$ cat config.mk
export PLATFORM = sky130hd
export DESIGN_NAME = dac_sample_feeder
export DESIGN_NICKNAME = d
export VERILOG_FILES = /design/src/rtl/dac_sample_feeder.sv
export SDC_FILE = /design/constraint.sdc
export NUM_CORES = 1
export LEC_CHECK = 0
export CORE_ASPECT_RATIO = 0.7
export CORE_MARGIN = 2
export CORE_UTILIZATION = 59
export DETAILED_ROUTE_END_ITERATION = 8
export PLACE_DENSITY_LB_ADDON = 0.1
export SLEW_MARGIN = 20
export SYNTH_ARGS = -nofsm -noshare
export SYNTH_HDL_FRONTEND = slang
export SYNTH_SLANG_ARGS = --single-unit
export TNS_END_PERCENT = 20
$ cat constraint.sdc
create_clock -name clk -period 3.65 [get_ports clk]
set_input_delay 0.5475 -clock clk [delete_from_list [all_inputs] [get_ports clk]]
set_output_delay 0.5475 -clock clk [all_outputs]
set_load 0.02 [all_outputs]
$ cat src/rtl/dac_sample_feeder.sv
`default_nettype none
// ============================================================================
// Module      : dac_sample_feeder
// Description : Sample-rate pacing stage ahead of the delta-sigma DAC. Buffers
//               producer samples in a small FIFO and presents one sample per
//               programmable period on a registered dac_in bus, with prefill,
//               underrun and enable/disable handling.
// Options     : DAC_UNDERRUN_CNT_EN adds a saturating 16-bit underrun counter.
// Revision    : 1.0 - initial release
// ============================================================================
module dac_sample_feeder #(
  parameter int RES        = 7,
  parameter int DEPTH_LOG2 = 4,
  parameter int DIV_W      = 16
) (
  input  logic                  clk,
  input  logic                  reset,
  input  logic                  enable,
  input  logic [DIV_W-1:0]      rate_div,
  input  logic [RES:0]          s_data,
  input  logic                  s_valid,
  output logic                  s_ready,
  output logic [RES:0]          dac_in,
  output logic                  sample_tick,
  output logic                  underrun,
  output logic [DEPTH_LOG2:0]   level
`ifdef DAC_UNDERRUN_CNT_EN
  ,
  output logic [15:0]           underrun_cnt
`endif
);

  localparam logic [DEPTH_LOG2:0] c_DEPTH = (DEPTH_LOG2+1)'(1 << DEPTH_LOG2);
  localparam logic [DEPTH_LOG2:0] c_HALF  = (DEPTH_LOG2+1)'(1 << (DEPTH_LOG2-1));
  localparam logic [RES:0]        c_MID   = (RES+1)'(1 << RES);

  typedef enum logic [1:0] {
    ST_IDLE  = 2'd0,
    ST_PRIME = 2'd1,
    ST_RUN   = 2'd2
  } state_t;

  state_t                  r_state;
  state_t                  w_state_next;
  logic [RES:0]            r_mem [0:(1<<DEPTH_LOG2)-1];
  logic [DEPTH_LOG2-1:0]   r_wr_ptr;
  logic [DEPTH_LOG2-1:0]   r_rd_ptr;
  logic [DEPTH_LOG2:0]     r_level;
  logic [DEPTH_LOG2:0]     w_level_next;
  logic                    r_full;
  logic [DIV_W-1:0]        r_div;
  logic                    r_tick;
  logic                    r_underrun;
  logic [RES:0]            r_dac;
  logic                    w_push;
  logic                    w_pop;
  logic                    w_empty_tick;
  logic                    w_div_hit;
  logic                    w_tick_next;

  // A tick is only honoured while running and enabled; disable wins over a tick.
  assign w_push       = s_valid && !r_full;
  assign w_pop        = (r_state == ST_RUN) && enable && r_tick && (r_level != '0);
  assign w_empty_tick = (r_state == ST_RUN) && enable && r_tick && (r_level == '0);
  assign w_div_hit    = (r_div >= rate_div);
  // No new tick is raised in the cycle an underrun drops us back to PRIME.
  assign w_tick_next  = (r_state == ST_RUN) && enable && w_div_hit && !w_empty_tick;

  assign s_ready     = !r_full;
  assign dac_in      = r_dac;
  assign sample_tick = r_tick;
  assign underrun    = r_underrun;
  assign level       = r_level;

  // Next FIFO occupancy from the push/pop pair.
  always_comb begin
    w_level_next = r_level;
    case ({w_push, w_pop})
      2'b10:   w_level_next = r_level + 1'b1;
      2'b01:   w_level_next = r_level - 1'b1;
      default: w_level_next = r_level;
    endcase
  end

  // Next-state decode for the IDLE / PRIME / RUN controller.
  always_comb begin
    w_state_next = r_state;
    case (r_state)
      ST_IDLE: begin
        if (enable) w_state_next = ST_PRIME;
      end
      ST_PRIME: begin
        if (!enable)                w_state_next = ST_IDLE;
        else if (r_level >= c_HALF) w_state_next = ST_RUN;
      end
      ST_RUN: begin
        if (!enable)          w_state_next = ST_IDLE;
        else if (w_empty_tick) w_state_next = ST_PRIME;
      end
      default: w_state_next = ST_IDLE;
    endcase
  end

  // State register.
  always_ff @(posedge clk or posedge reset) begin
    if (reset) r_state <= ST_IDLE;
    else       r_state <= w_state_next;
  end

  // FIFO storage; contents need no reset since pointers are cleared.
  always_ff @(posedge clk) begin
    if (w_push) r_mem[r_wr_ptr] <= s_data;
  end

  // FIFO pointers, occupancy and registered full flag.
  always_ff @(posedge clk or posedge reset) begin
    if (reset) begin
      r_wr_ptr <= '0;
      r_rd_ptr <= '0;
      r_level  <= '0;
      r_full   <= 1'b0;
    end else begin
      if (w_push) r_wr_ptr <= r_wr_ptr + 1'b1;
      if (w_pop)  r_rd_ptr <= r_rd_ptr + 1'b1;
      r_level <= w_level_next;
      r_full  <= (w_level_next == c_DEPTH);
    end
  end

  // Sample-period divider: counts 0..rate_div in RUN, held at zero otherwise.
  always_ff @(posedge clk or posedge reset) begin
    if (reset) begin
      r_div  <= '0;
      r_tick <= 1'b0;
    end else begin
      r_tick <= w_tick_next;
      if (r_state != ST_RUN) r_div <= '0;
      else if (w_div_hit)    r_div <= '0;
      else                   r_div <= r_div + 1'b1;
    end
  end

  // DAC output register and underrun pulse.
  always_ff @(posedge clk or posedge reset) begin
    if (reset) begin
      r_dac      <= c_MID;
      r_underrun <= 1'b0;
    end else begin
      r_underrun <= w_empty_tick;
      if (w_state_next == ST_IDLE) r_dac <= c_MID;
      else if (w_pop)              r_dac <= r_mem[r_rd_ptr];
    end
  end

`ifdef DAC_UNDERRUN_CNT_EN
  logic [15:0] r_underrun_cnt;
  assign underrun_cnt = r_underrun_cnt;

  // Saturating count of underrun events, cleared only by reset.
  always_ff @(posedge clk or posedge reset) begin
    if (reset)                                      r_underrun_cnt <= '0;
    else if (w_empty_tick && r_underrun_cnt != 16'hFFFF) r_underrun_cnt <= r_underrun_cnt + 1'b1;
  end
`endif

endmodule
`default_nettype wire

==> impl_metrics.json, run 1 <==
{
  "report.final.slew_viol_count": 0,
  "cp_cell_sequence": "nor3_1, a21boi_1, and3_1, ha_1, xor2_1, ha_1, a21oi_1, or3b_1, a31oi_1, xor2_1, and4bb_1",
  "rsz0062_at_grt": "false",
  "drt-total-wl_mm": 14.49,
  "vias": 4051,
  "synthToLayoutAreaGrowth_pct": 15.76,
  "synth_nets": 513,
  "critPathMaxFanout": 8,
  "port_buffers": 43,
  "power_leakage_nw": 3.112,
  "max_stage_delay_ns": 0.47,
  "fp.coreArea_um2": 12380,
  "cp_data_required_time_ns": 4.00,
  "ant_nets": 0,
  "synth_ff_type": "edfxtp_1",
  "status": "finished clean",
  "grt_pass1_vias": 4056,
  "grt_max_degree": 43,
  "seq_area_frac_synth_pct": 65.73,
  "synth-async-reset-ratio_pct": 24.71,
  "path_buf_inv": 0,
  "worstSetupStartpointType": "flip-flop",
  "drv_cap": 0,
  "synth_top_area_cell": "edfxtp_1",
  "die_area_um2": 13550,
  "p_int_mw": 3.659,
  "grt.total_usage_pct": 22.80,
  "synth.most_common_cell": "edfxtp_1",
  "antenna_found_initial": 0,
  "drt_iter0_drc": 305,
  "remaining_drc_errors": 0,
  "synth-edff-count": 128,
  "power_frac_clock_pct": 37.5,
  "fillCellCount": 812,
  "finalHoldViolCount": 0,
  "cp_top_family": "simple AND/OR/NAND/NOR gates",
  "clock_skew_ns": 0.01043,
  "yosysWarningCount": 0,
  "setup_tns_ns": 0,
  "power.switching_mw": 1.238,
  "cts_setup_buffers": 0,
  "cellPowerDensity_nw_per_um2": 567.9,
  "synthTopCellsByArea": "edfxtp_1 52%, dfrtp_1 14%, mux4_2 9.1%, ha_1 4.2%, xnor2_1 1.5%",
  "initial_core_util_pct": 60.17,
  "gp_congestion": 0.7633,
  "grt_pass1_wl_mm": 22.80,
  "path_clk_slew_ns": 0.07,
  "rows": 34,
  "post-route-util_pct": 69.65,
  "dpl.hpwl_mm": 9.079,
  "synth_common_cells": "128 x edfxtp_1, 41 x dfrtp_1, 30 x mux4_2",
  "grt-ovfl-total": 0,
  "fin_nets": 561,
  "power_switching_share_pct": 25.29,
  "ys_ff_latch": 170,
  "pwr-share-seq_pct": 49.5,
  "synth_top_area_share_pct": 51.60,
  "cts_tree": "built",
  "worst_pin_slew_ns": 0.9418,
  "ir_drop_mv": 0.4440,
  "h-tree-depth": 4,
  "min_period_over_period_pct": 83.76,
  "synth.distinct_cells": 47,
  "viasPerCell": 5.931,
  "fp.dieW_um": 138.3,
  "finalSetupViolations": 0,
  "clock_sinks": 170,
  "first_pass_iters": 5,
  "layout-drive-gt1-share_pct": 14.78,
  "clockBufferDepth": 2,
  "cts_made_buffers": 17,
  "wl_per_cell_um": 21.21,
  "io_pins": 44,
  "cp-end-kind": "flip-flop",
  "num_antenna_cells": 0,
  "timing.fmax_ghz": 0.3271,
  "slowest_stage": "dfrtp_1",
  "clk_latency_ns": 0.42,
  "p_comb_share_pct": 13.0,
  "synthCells": 460,
  "dieHeight_um": 98.01,
  "postCtsHoldBufs": 0,
  "cts_root_buffer": "clkbuf_16",
  "avgSynthCellArea_um2": 16.19,
  "hold_class": "flip-flop to flip-flop",
  "cts-resized-gates": 0,
  "netlist_area_um2": 7448,
  "crit_type": "flip-flop to flip-flop",
  "slew_headroom_pct": 37.12,
  "fin_crit_ns": 3.057,
  "arrival_ns": 3.41
}
metrics by stage:
stage / hold slack, ns / total power, mW / instance area [µm²] / setup WS (ns) / cells
CTS: 0.4970 / 4.912 / 8621 / 0.6009 / 683
global placement: 0.4541 / 3.061 / 8006 / 0.5699 / 651
finish: 0.4916 / 4.897 / 8622 / 0.5927 / 683
global route: 0.5092 / 5.078 / 8622 / 0.3252 / 683
floorplan: 0.4926 / 2.823 / 7448 / 0.6523 / 460
detailed placement: 0.4871 / 3.095 / 8006 / 0.4421 / 651
cells in the final DEF, fill, tap and decap left out, types with 6 or more instances in the layout:
cell type,synthesis,routed
nor2b_1,13,13
and2_1,18,18
nand3_1,12,12
a22o_1,7,7
ha_1,25,25
nor2_1,10,10
xnor2_1,13,13
nand2_1,13,13
a211oi_2,6,6
edfxtp_1,128,128
xor2_1,13,13
nor3_1,19,19
clkbuf_16,0,20
dfrtp_1,41,39
a21oi_1,15,15
mux2i_1,8,8
clkdlybuf4s50_1,0,43
inv_1,24,23
mux4_2,30,30
flip-flops by register name, summed over array words and instances, names as in the netlist:
name         count
r_mem          128
dac_in           8
sample_tick      1
level            5
r_div           16
r_rd_ptr         4
r_state          2
r_full           1
r_wr_ptr         4
underrun         1
cell type report:
class                      instances  area (µm²)  area share, %
inverter                          24       90.09          1.045
timing repair buffer              48       480.5          5.572
multi-input combinational        247        2336          27.09
clock inverter                     8       78.83         0.9142
sequential                       170        4898          56.81
clock buffer                      24       535.5          6.211
tap                              162       202.7          2.351
worst paths after layout:
check | cells after the start | slack [ns] | endpoint | start
setup / recovery | 11 | 0.59 | r_full | level[1]
hold / removal | 2 | 0.49 | dac_in[7] | dac_in[7]
min in group asynchronous | 2 | 0.65 | r_wr_ptr[1] | reset
setup reg to reg | 11 | 0.59 | r_full | level[1]
max in group asynchronous | 2 | 2.33 | r_rd_ptr[0] | reset
hold reg to reg | 2 | 0.49 | dac_in[7] | dac_in[7]
layer usage:
| metal | vias up | track usage [%] | wire length (µm) |
|---|---|---|---|
| li1 | 1855 | - | - |
| met1 | 2058 | 33.81 | 6804 |
| met2 | 119 | 35.07 | 6708 |
| met3 | 19 | 4.414 | 774 |
| met4 | 0 | 7.143 | 201 |
| met5 | - | 0 | 0 |
cell families after synthesis:
family	share of synthesized area, %
flops	65.73
simple gates	7.559
compound gates	5.039
buf+inv	2.906
mux	11.51
xor+xnor	3.057
fa+ha+maj	4.200
worst reg2reg max path: stages, from the launching register on:
cell      delay, ns
dfrtp_1        0.47
nor3_1         0.42
a21boi_1       0.14
and3_1         0.20
ha_1           0.29
xor2_1         0.17
ha_1           0.26
a21oi_1        0.09
or3b_1         0.35
a31oi_1        0.20
xor2_1         0.21
and4bb_1       0.21
power groups by stage:
stage / clock network [mW] / registers [mW] / logic [mW]
2_1_floorplan: 0 / 2.45 / 0.372
3_3_place_gp: 0 / 2.45 / 0.616
3_5_place_dp: 0 / 2.46 / 0.639
4_1_cts: 1.85 / 2.42 / 0.645
5_1_grt: 1.93 / 2.45 / 0.702
6_report: 1.83 / 2.42 / 0.639
(Power assumes the default switching activity.)
==> run 2: changes to the inputs <==
==> constraint.sdc (replaced) <==
create_clock -name clk -period 2.85 [get_ports clk]
set_input_delay 0.4275 -clock clk [delete_from_list [all_inputs] [get_ports clk]]
set_output_delay 0.4275 -clock clk [all_outputs]
set_load 0.02 [all_outputs]
==> run 2 against run 1 <==
Setup slack worse by 0.41 ns. Maximum frequency up 15%. Critical path depth unchanged. Combinational power rose by 40%. Largest cell class unchanged.
==> impl_metrics.json, run 2 (synthesis results as in run 1) <==
{
  "status": "finished clean",
  "wl_per_cell_um": 20.85,
  "finalHoldViolCount": 0,
  "whs_ns": 0.4710,
  "cp_cell_sequence": "nor3_4, a21boi_1, and3_1, ha_1, xor2_1, ha_2, a21oi_1, or3b_1, a31oi_1, xor2_1, and4bb_1",
  "cp-end-kind": "flip-flop",
  "fin_ws_ns": 0.1840,
  "drv_cap": 0,
  "power_leakage_nw": 3.147,
  "clk_latency_ns": 0.42,
  "cts_root_buffer": "clkbuf_16",
  "port_buffers": 43,
  "worst_pin_slew_ns": 0.9156,
  "clockBufferDepth": 2,
  "num_antenna_cells": 0,
  "h-tree-depth": 4,
  "grt_pass1_wl_mm": 23.32,
  "io_pins": 44,
  "slew_headroom_pct": 38.87,
  "grt_max_degree": 43,
  "rows": 34,
  "ant_nets": 0,
  "post-route-util_pct": 70.12,
  "clock_sinks": 170,
  "fin_nets": 578,
  "drt_iter0_drc": 308,
  "cellPowerDensity_nw_per_um2": 697.5,
  "grt.total_usage_pct": 23.31,
  "cp_common_cell": "xor2_1",
  "drt-total-wl_mm": 14.59,
  "grt-ovfl-total": 0,
  "max_stage_delay_ns": 0.46,
  "vias": 4087,
  "grt_pass1_vias": 4183,
  "clock_skew_ns": 0.009773,
  "fin_crit_ns": 2.666,
  "critPathMaxFanout": 6,
  "ir_drop_mv": 0.5019,
  "final_cell_mix": "128 x edfxtp_1, 43 x clkdlybuf4s50_1, 37 x dfrtp_1",
  "largest_reg_flops": 128,
  "dpl.hpwl_mm": 9.363,
  "timing.fmax_ghz": 0.3751,
  "hold_class": "flip-flop to flip-flop",
  "remaining_drc_errors": 0,
  "initial_core_util_pct": 60.17,
  "worstSetupStartpointType": "flip-flop",
  "fp.dieW_um": 138.3,
  "path_clk_slew_ns": 0.07,
  "layout-drive-gt1-share_pct": 18.22,
  "slowest_stage": "dfrtp_2",
  "report.final.slew_viol_count": 0,
  "synthToLayoutAreaGrowth_pct": 16.55,
  "gp_congestion": 0.7650,
  "cts_tree": "built",
  "crit_type": "flip-flop to flip-flop",
  "min_period_over_period_pct": 93.55,
  "setup_tns_ns": 0,
  "postCtsHoldBufs": 0,
  "cts_made_buffers": 17,
  "final_common_cell": "edfxtp_1",
  "dp_slack_ns": 0.02335,
  "registers.top_by_ff_count": "r_mem",
  "first_pass_iters": 4,
  "dieHeight_um": 98.01,
  "cp_data_required_time_ns": 3.21,
  "viasPerCell": 5.839,
  "finalSetupViolations": 0,
  "antenna_found_initial": 0,
  "die_area_um2": 13550,
  "fp.coreArea_um2": 12380,
  "arrival_ns": 3.03
}
[run 2: cell types whose count changed in the layout (fill, tap and decap cells not counted), sizes merged]
cell	delta
buf	+17
bufinv	-1
clkbuf	-6
clkinv	+3
clkinvlp	+4
[run 2: final timing paths]
path,from,end,slack (ns),cells past startpoint
max,level[2],r_full,0.18,11
min,dac_in[7],dac_in[7],0.47,2
max reg2reg,level[2],r_full,0.18,11
min reg2reg,dac_in[7],dac_in[7],0.47,2
max in group asynchronous,reset,r_rd_ptr[0],1.70,2
min in group asynchronous,reset,r_wr_ptr[3],0.52,2
[run 2: repair_timing]
item / in CTS / in global routing
endpoints found under the setup margin: 0 / 1
buffers inserted: 0 / 1
resized for setup: 0 / 1
[run 2: layer usage]
metal | routed length, µm | GRT usage (%)
met5 | 0 | 0
met4 | 155 | 5.651
met3 | 881 | 6.081
met2 | 6897 | 35.64
met1 | 6661 | 34.36
[run 2: final cells by class]
class	count	area (µm²)
flip-flops and latches	170	4901
well taps	162	202.7
fillers	834	3699
inverters	24	90.09
multi-input cells	247	2350
clock buffers	18	429.2
repair buffers	65	608.1
clock inverters	14	100.1
[run 2: critical path: cells and delay by family (launching register included)]
| family | cells | cell delay, ns |
|---|---|---|
| flip-flops | 1 | 0.46 |
| AND/OR/NAND/NOR | 4 | 1.01 |
| adder cells (fa/ha/maj) | 2 | 0.44 |
| XOR/XNOR | 2 | 0.35 |
| AO/OA/AOI/OAI | 3 | 0.36 |
[run 2: through the flow]
stage	area (µm²)	instances	total power, mW
2_1_floorplan	7467	460	3.641
5_1_grt	8681	700	6.316
4_1_cts	8672	699	6.088
3_3_place_gp	8143	667	3.995
6_report	8681	700	6.055
3_5_place_dp	8143	667	4.035
[run 2: power breakdown]
part / leakage (nW) / switching (mW) / total [mW] / internal, mW
sequential: 1.71 / 0.157 / 3.10 / 2.94
clock: 0.242 / 0.948 / 2.06 / 1.11
combinational: 1.19 / 0.506 / 0.893 / 0.387
total: 3.15 / 1.61 / 6.05 / 4.44
